--- src/rtl/mc_recon.sv ---
// Motion-compensation reconstruction: recon = clip(pred + residual), one row per transfer,
// with a single registered output stage, row tracking, end-of-block pulse and clip statistic.
module mc_recon #(
  parameter int unsigned MB_SIZE     = 4,
  parameter int unsigned PIXEL_WIDTH = 8,
  parameter int unsigned RES_WIDTH   = 9,
  parameter int unsigned CNT_W       = $clog2(MB_SIZE * MB_SIZE + 1),
  localparam int unsigned RowW       = (MB_SIZE > 1) ? $clog2(MB_SIZE) : 1
) (
  input  logic                           clk,
  input  logic                           reset,
  input  logic [PIXEL_WIDTH*MB_SIZE-1:0] pred_row,
  input  logic [RES_WIDTH*MB_SIZE-1:0]   residual,
  input  logic                           src_valid,
  output logic                           src_ready,
  output logic                           dst_valid,
  input  logic                           dst_ready,
  output logic [PIXEL_WIDTH*MB_SIZE-1:0] recon,
  output logic [RowW-1:0]                row_idx,
  output logic                           row_last,
  output logic                           mb_done,
  output logic [CNT_W-1:0]               clip_total
);

  localparam int unsigned SumW = PIXEL_WIDTH + 2;
  localparam logic signed [SumW-1:0] PixMax = SumW'((1 << PIXEL_WIDTH) - 1);

  typedef enum logic [1:0] {StIdle, StBusy, StDrain} state_e;

  state_e                         state_q, state_d;
  logic                           dst_valid_q;
  logic [PIXEL_WIDTH*MB_SIZE-1:0] recon_q;
  logic [RowW-1:0]                row_idx_q, in_row_q;
  logic                           row_last_q, mb_done_q;
  logic [CNT_W-1:0]               clip_acc_q, clip_total_q;

  logic                           in_fire, out_fire, last_in, blk_done;
  logic [PIXEL_WIDTH*MB_SIZE-1:0] row_recon;
  logic [CNT_W-1:0]               row_clips;
  logic [PIXEL_WIDTH-1:0]         pred_px, out_px;
  logic signed [RES_WIDTH-1:0]    res_px;
  logic signed [SumW-1:0]         sum;

  assign src_ready = !dst_valid_q || dst_ready;
  assign in_fire   = src_valid && src_ready;
  assign out_fire  = dst_valid_q && dst_ready;
  assign last_in   = (in_row_q == RowW'(MB_SIZE - 1));

  always_comb begin
    row_recon = '0;
    row_clips = '0;
    pred_px   = '0;
    res_px    = '0;
    sum       = '0;
    out_px    = '0;
    for (int i = 0; i < MB_SIZE; i++) begin
      pred_px = pred_row[i*PIXEL_WIDTH +: PIXEL_WIDTH];
      res_px  = residual[i*RES_WIDTH +: RES_WIDTH];
      sum     = $signed({2'b00, pred_px}) + SumW'(res_px);
      if (sum < 0) begin
        out_px    = '0;
        row_clips = row_clips + CNT_W'(1);
      end else if (sum > PixMax) begin
        out_px    = '1;
        row_clips = row_clips + CNT_W'(1);
      end else begin
        out_px = sum[PIXEL_WIDTH-1:0];
      end
      row_recon[i*PIXEL_WIDTH +: PIXEL_WIDTH] = out_px;
    end
  end

  always_ff @(posedge clk or negedge reset) begin
    if (!reset) begin
      state_q <= StIdle;
    end else begin
      state_q <= state_d;
    end
  end

  always_comb begin
    state_d = state_q;
    unique case (state_q)
      StIdle:  if (in_fire) state_d = last_in ? StDrain : StBusy;
      StBusy:  if (in_fire && last_in) state_d = StDrain;
      StDrain: begin
        // A new block's first row may be accepted in the same cycle the last row leaves.
        if (out_fire) begin
          if (in_fire) state_d = last_in ? StDrain : StBusy;
          else         state_d = StIdle;
        end
      end
      default: state_d = StIdle;
    endcase
  end

  always_comb begin
    blk_done = (state_q == StDrain) && out_fire && row_last_q;
  end

  always_ff @(posedge clk or negedge reset) begin
    if (!reset) begin
      dst_valid_q  <= 1'b0;
      recon_q      <= '0;
      row_idx_q    <= '0;
      row_last_q   <= 1'b0;
      in_row_q     <= '0;
      mb_done_q    <= 1'b0;
      clip_acc_q   <= '0;
      clip_total_q <= '0;
    end else begin
      mb_done_q <= blk_done;
      if (in_fire) begin
        dst_valid_q <= 1'b1;
        recon_q     <= row_recon;
        row_idx_q   <= in_row_q;
        row_last_q  <= last_in;
        in_row_q    <= last_in ? '0 : in_row_q + RowW'(1);
        if (last_in) begin
          clip_total_q <= clip_acc_q + row_clips;
          clip_acc_q   <= '0;
        end else begin
          clip_acc_q <= clip_acc_q + row_clips;
        end
      end else if (out_fire) begin
        dst_valid_q <= 1'b0;
      end
    end
  end

  assign dst_valid  = dst_valid_q;
  assign recon      = recon_q;
  assign row_idx    = row_idx_q;
  assign row_last   = row_last_q;
  assign mb_done    = mb_done_q;
  assign clip_total = clip_total_q;

endmodule

--- config.mk ---
export PLATFORM = sky130hd
export DESIGN_NAME = mc_recon
export DESIGN_NICKNAME = d
export VERILOG_FILES = /design/src/rtl/mc_recon.sv
export SDC_FILE = /design/constraint.sdc
export NUM_CORES = 1
export LEC_CHECK = 0
export ABC_CLOCK_PERIOD_IN_PS = 3900
export CORE_MARGIN = 3
export CORE_UTILIZATION = 29
export DETAILED_ROUTE_END_ITERATION = 7
export PLACE_DENSITY = 0.63
export REMOVE_ABC_BUFFERS = 1
export SLEW_MARGIN = 20
export SYNTH_ARGS = -nofsm -noshare
export SYNTH_HDL_FRONTEND = slang
export SYNTH_SLANG_ARGS = --single-unit
--- constraint.sdc ---
create_clock -name clk -period 3.9 [get_ports clk]
set_input_delay 0.975 -clock clk [delete_from_list [all_inputs] [get_ports clk]]
set_output_delay 0.975 -clock clk [all_outputs]
set_load 0.05 [all_outputs]
* Word level (Yosys, flattened, before mapping)
Cells that the tools add are included.
** Storage, ports and cells
- RAM bits :: 0
- Memory bits (read-only) :: 0
- Register bits after elaboration :: 51
- Memories kept :: 0
- Latch bits :: 0
- Input bits :: 72
- Output and inout bits :: 43
- Logic and storage cells :: 69
** Cells by class
- Shift operators :: 0
- Multiply operators :: 0
- Magnitude comparators :: 8
- Add/subtract/negate cells :: 9
- Equal/unequal tests :: 6
- Bitwise operators :: 0
- Multiplexer cells :: 26
- Div/mod/pow operators :: 0
- Reduce and logical (&&, ||, !) cells :: 11
** Operators by type and width (count)
- 2-to-1 mux 8 bit :: 8
- adder 9 x 9 -> 10 bit :: 4
- > comparator 10 x 9 -> 1 bit, second input constant :: 4
- less-than comparator 10 x 1 -> 1 bit, second input constant :: 4
- 2-to-1 mux 5 bit :: 8
- adder 5 x 1 -> 5 bit, second input constant :: 3
- 2-to-1 mux 2 bit :: 6
- != test 2 bit, second input constant :: 3
- case mux 2 bit (3 select lines) :: 1
- adder 5 bit :: 1
- logical AND 1 bit :: 5
- equality test 2 bit, second input constant :: 2
- 2-to-1 mux 1 bit :: 3
- AND reduction 3 bit :: 1
- adder 2 x 1 -> 2 bit, second input constant :: 1
- equality test 2 x 1 -> 1 bit, second input constant :: 1
- zero test 2 bit :: 1
- AND reduction 2 bit :: 1
- nonzero test 2 bit :: 1
- zero test 1 bit :: 1
- logical OR 1 bit :: 1

* Depth between registers and ports, before layout
- Depth in word-level cells :: 15
- Gate-level depth with buffers :: 22
- Depth with buffers taken out :: 21

* Worst setup path before layout
OpenSTA, ideal clock, no wires.
- Path kind :: input to register
- Start :: input port pred_row[8]
- End :: register clip_total_q[4], in the netlist clip_total[4]
- Setup time :: 0.125 ns
- Path slack :: -1.509 ns
- Path buffers :: 1
- Data required time :: 3.775 ns
- Cell stages on the path :: 20
- Data arrival time :: 5.284 ns
- Path through :: ha_1 > fa_1 > a211oi_1 > o21bai_1 > a311oi_1 > nor2_1 > clkbuf_1 > and2_1 > ha_1 > nand2_1 > and3_1 > or3_4 > inv_1 > ha_1 > mux2_2 > fa_1 > a21o_1 > a21oi_1 > xnor2_1 > mux2_2
** Between the ends
- Longest elaborated chain between the ends :: 11
- Elaborated cells on any way between the ends :: 12
- Classes of those cells :: add/sub (4); order compare (2); mux (6)
** Ends and longest elaborated chain
- from (decl) :: RTL line 12 : input logic [PIXEL_WIDTH*MB_SIZE-1:0] pred_row,
- adder 9 x 9 -> 10 bit * :: RTL line 59 : sum = $signed({2'b00, pred_px}) + SumW'(res_px);
- > comparator 10 x 9 -> 1 bit :: RTL line 63 : end else if (sum > PixMax) begin
- 2-to-1 mux 5 bit :: RTL line 63
- 2-to-1 mux 5 bit * :: RTL line 60 : if (sum < 0) begin
- adder 5 x 1 -> 5 bit :: RTL line 62, 65
- 2-to-1 mux 5 bit :: RTL line 63
- 2-to-1 mux 5 bit * :: RTL line 60
- adder 5 x 1 -> 5 bit :: RTL line 62, 65
- 2-to-1 mux 5 bit :: RTL line 63
- 2-to-1 mux 5 bit * :: RTL line 60
- adder 5 bit * :: RTL line 120 : clip_total_q <= clip_acc_q + row_clips;
- to (signal assigned) :: RTL line 120
- to (decl) :: RTL line 35 : logic [CNT_W-1:0] clip_acc_q, clip_total_q;
Every way passes the cells marked *; elsewhere a longest branch is shown, timed or not.
A chain may end at the register's enable or synchronous reset.

* Final worst setup path
- Start :: input port residual[9]
- End :: register clip_total_q[4], in the netlist clip_total[4]
** Between the ends
- Longest elaborated chain between the ends :: 11
- Elaborated cells on any way between the ends :: 12
- Classes of those cells :: add/sub (4); order compare (2); mux (6)
** Ends and longest elaborated chain
- from (decl) :: RTL line 13 : input logic [RES_WIDTH*MB_SIZE-1:0] residual,
- adder 9 x 9 -> 10 bit * :: RTL line 59
- > comparator 10 x 9 -> 1 bit :: RTL line 63
- 2-to-1 mux 5 bit :: RTL line 63
- 2-to-1 mux 5 bit * :: RTL line 60
- adder 5 x 1 -> 5 bit :: RTL line 62, 65
- 2-to-1 mux 5 bit :: RTL line 63
- 2-to-1 mux 5 bit * :: RTL line 60
- adder 5 x 1 -> 5 bit :: RTL line 62, 65
- 2-to-1 mux 5 bit :: RTL line 63
- 2-to-1 mux 5 bit * :: RTL line 60
- adder 5 bit * :: RTL line 120
Marks and branches as above.

==> flow_summary_export.csv <==
group,metric,value,unit
die,die-area,14350,µm²
setup_path,cp.depth,21,
cells_and_area,nets,771,
sta,fmax,206.5,MHz
logic_synthesis,synth_top_cells_by_area,"dfrtp_1 34%, ha_1 13%, o21ai_0 7.5%, nand2_1 6.9%, xnor2_1 4.4%",
sta,skew,0.006945,ns
detailed_routing,drcViolationCount,0,
setup_path,regToRegSetupSlack,2.10,ns
placed_design,pre_cts_slack,-1.925,ns
detailed_routing,firstDrtPassIters,4,
status,violations,"negative setup slack",
setup_path,crit_buf_inv,2,
pwr,cellPowerDensity,452.2,nW/µm²
detailed_routing,vias_per_cell,4.702,
setup_path,cpMaxStageDelayCell,"fa_2",
logic_synthesis,synth-edff-count,0,
sta,fin_crit,4.842,ns
setup_path,r2r-start,"clip_acc_q[0]",
clock_network,clkTransAtPathRegs,0.06,ns
logic_synthesis,ys_warn_count,0,
setup_path,worstPathCellList,"buf_6 -> ha_4 -> fa_2 -> a211oi_4 -> o21bai_4 -> and3_4 -> o21a_1 -> nor2_2 -> and2_4 -> ha_4 -> nand2_2 -> and3_4 -> or3_4 -> inv_2 -> ha_4 -> mux2_4 -> fa_2 -> a21o_1 -> a21oi_2 -> xnor2_1 -> mux2_4",
logic_synthesis,syn-cell-area,3755,µm²
cells_and_area,drive_gt1_share,28.55,%
die,coreArea,12310,µm²
setup_path,slowest_delay,0.39,ns
logic_synthesis,yosysTopAreaCell,"dfrtp_1",
job,max_cap_violations,0,
sta,rsz0062_at_grt,"yes",
setup_path,cp-startpoint,"residual[9]",
clock_network,cts_buffers,5,
clock_network,cts_root_buffer,"clkbuf_16",
placed_design,dp_cells,776,
cells_and_area,final_area,6379,µm²
clock_network,clock_sinks,51,
global_route,antenna_found_initial,0,
die,num_io_pins,115,
logic_synthesis,yosysUniqueCellTypes,51,
logic_synthesis,async_flop_share,100.0,%
setup_path,crit_family,"adder cells",
clock_network,clk_path_buf_depth,2,
pwr,peakVddDrop,0.1903,mV
sta,final_max_slew_viol_count,0,
status,outcome,"complete, but fails checks",
cells_and_area,diodes,0,
detailed_routing,first_iter_violations,112,
sta,fin_crit_sh,124.2,%
sta,hold_viol_final,0,
cells_and_area,stdcell_count,823,
sta,slew_headroom,52.98,%
setup_path,critPathKind,"primary input to flip-flop",
clock_network,htree_levels,2,
die,die_w,119.8,µm
sta,setup_violations,10,
detailed_routing,num_vias,3870,
detailed_routing,postRouteWirelength,11100,µm
logic_synthesis,synth_top_cell_area_share,33.99,%
detailed_routing,wl_per_cell,13.49,µm
placed_design,hpwlAfterDp,8440,µm
cells_and_area,area_growth,69.88,%
clock_network,clkLatencyLatePin,0.29,ns
die,initial_core_util,30.50,%
sta,setup_tns,-6.474,ns
setup_path,path_common_cell,"ha_4",
pwr,leakagePower,0.002878,µW
clock_network,cts_tree,"done",
setup_path,start_kind,"primary input",
global_route,grt_usage,15.55,%
logic_synthesis,synthCells,431,
placed_design,io_buffers,114,
hold_path,hold_class,"flip-flop to flip-flop",
setup_path,reg2reg_to,"clip_total[4]",
global_route,grt_max_degree,33,
logic_synthesis,ys_ff_latch,51,
setup_path,cp-end-kind,"flip-flop",
die,fp.dieH,119.8,µm
die,placementRows,40,
placed_design,place.gp.congestion,0.8686,
logic_synthesis,avgSynthCellArea,8.712,µm²
clock_network,ctsHoldBuffers,0,
setup_path,cp_max_fo,3,
logic_synthesis,synth_seq_area_share,33.99,%
setup_path,required,4.07,ns
global_route,overflow,0,
setup_path,endpoint,"clip_total[4]",
detailed_routing,drtAntennaViolNets,0,
global_route,grt_pass1_wl,18680,µm
global_route,grt_pass1_vias,4036,
setup_path,r2r_cells,6,
placed_design,dpl_cell_area,5623,µm²
setup_path,arrival,5.01,ns
sta,setup_slack,-0.9423,ns
logic_synthesis,ys_dominant_reg_cell,"dfrtp_1",
sta,tightestPinTransition,0.7053,ns
[flip-flops by register name, summed over array words and instances (netlist names)]
register,cells
recon,32
clip_acc_q,5
clip_total,5
in_row_q,2
row_idx,2
state_q,2
dst_valid,1
mb_done,1
row_last,1
[per-layer routing]
layer | track usage (%) | part of all wire, % | vias to the layer above
met5 | 0 | 0 | -
met4 | 4.080 | 1.7 | 0
met3 | 3.205 | 4.0 | 20
met2 | 29.34 | 52 | 76
met1 | 17.74 | 42 | 1800
li1 | - | - | 1974
[Yosys cell counts (2+ instances only)]
| library cell | number |
|---|---|
| nand2_1 | 69 |
| o21ai_0 | 56 |
| dfrtp_1 | 51 |
| nor2_1 | 44 |
| ha_1 | 40 |
| xnor2_1 | 19 |
| a21oi_1 | 15 |
| a21o_1 | 9 |
| clkbuf_1 | 9 |
| nand2b_1 | 8 |
| a211oi_1 | 7 |
| inv_1 | 7 |
| nand3_1 | 7 |
| nor2b_1 | 7 |
| xor2_1 | 7 |
| mux2_2 | 6 |
| nor3_1 | 6 |
| o21a_1 | 6 |
| and2_1 | 5 |
| and3_1 | 5 |
| fa_1 | 5 |
| o21ai_1 | 4 |
| o31ai_1 | 3 |
| a211o_1 | 2 |
| a21boi_0 | 2 |
| a221oi_2 | 2 |
| a22o_1 | 2 |
| a311oi_1 | 2 |
| o211ai_1 | 2 |
| o21bai_1 | 2 |
| or3_1 | 2 |
[per-stage QoR]
step	total power [µW]	hold slack, ns	util, %
6_report	2884	0.4702	51.81
5_1_grt	3078	0.5047	51.81
4_1_cts	2857	0.4794	51.54
3_5_place_dp	2211	0.4634	45.67
3_3_place_gp	2180	0.4596	45.67
2_1_floorplan	1638	0.4563	-
[tightest hold or removal path: stages (launching register included)]
cell	delay (ns)
dfrtp_1	0.34
nand2_1	0.05
nand2_1	0.05
[layout make-up]
class / instances / area [µm²]
flip-flops and latches: 51 / 1276
well taps: 168 / 210.2
clock inverters: 1 / 7.507
repair buffers: 226 / 1982
fillers: 1146 / 5933
multi-input cells: 363 / 2724
clock buffers: 7 / 152.6
inverters: 7 / 26.28
[cell families after synthesis]
family | count (synthesis) | synth area share (%)
adders and majority gates | 45 | 15.99
buffers and inverters | 17 | 1.800
AOI/OAI and AO/OA | 125 | 21.09
xor gates and xnor gates | 26 | 6.065
and+or+nand+nor | 161 | 19.26
DFF | 51 | 33.99
muxes | 6 | 1.799
[worst min path at each step]
stage | from | endpoint | slack (ns) | cells past startpoint
after detailed placement | row_idx[1] | row_idx[1] | 0.46 | 2
after CTS | row_idx[1] | row_idx[1] | 0.48 | 2
after global routing | row_idx[0] | row_idx[0] | 0.50 | 2
final | row_idx[0] | row_idx[0] | 0.47 | 2
after floorplan | clip_acc_q[0] | clip_acc_q[0] | 0.46 | 2
after global placement | row_idx[0] | row_idx[0] | 0.46 | 2
[power breakdown]
group	switching, µW	internal (µW)	total, µW
logic	882	761	1640
clock network	195	273	468
registers	102	670	772
total	1180	1700	2880
[timing repair]
action	CTS	global route
setup endpoints to repair	10	10
setup buffers	37	3
resized for setup	98	5
hold endpoints to repair	0	0
pin swaps	49	6
[cells in the final DEF, fill, tap and decap left out, drive strengths merged, types with 8 or more instances in the layout]
cell type,synthesis,routed
nand2,69,69
a21o,9,9
a21oi,15,15
clkdlybuf4s50,0,90
nand2b,8,8
a211oi,8,8
dlygate4sd2,0,15
nor2,44,44
dfrtp,51,51
buf,1,118
o21ai,60,60
ha,40,40
xnor2,19,19
Note: power is estimated with default switching activity, not from simulation.
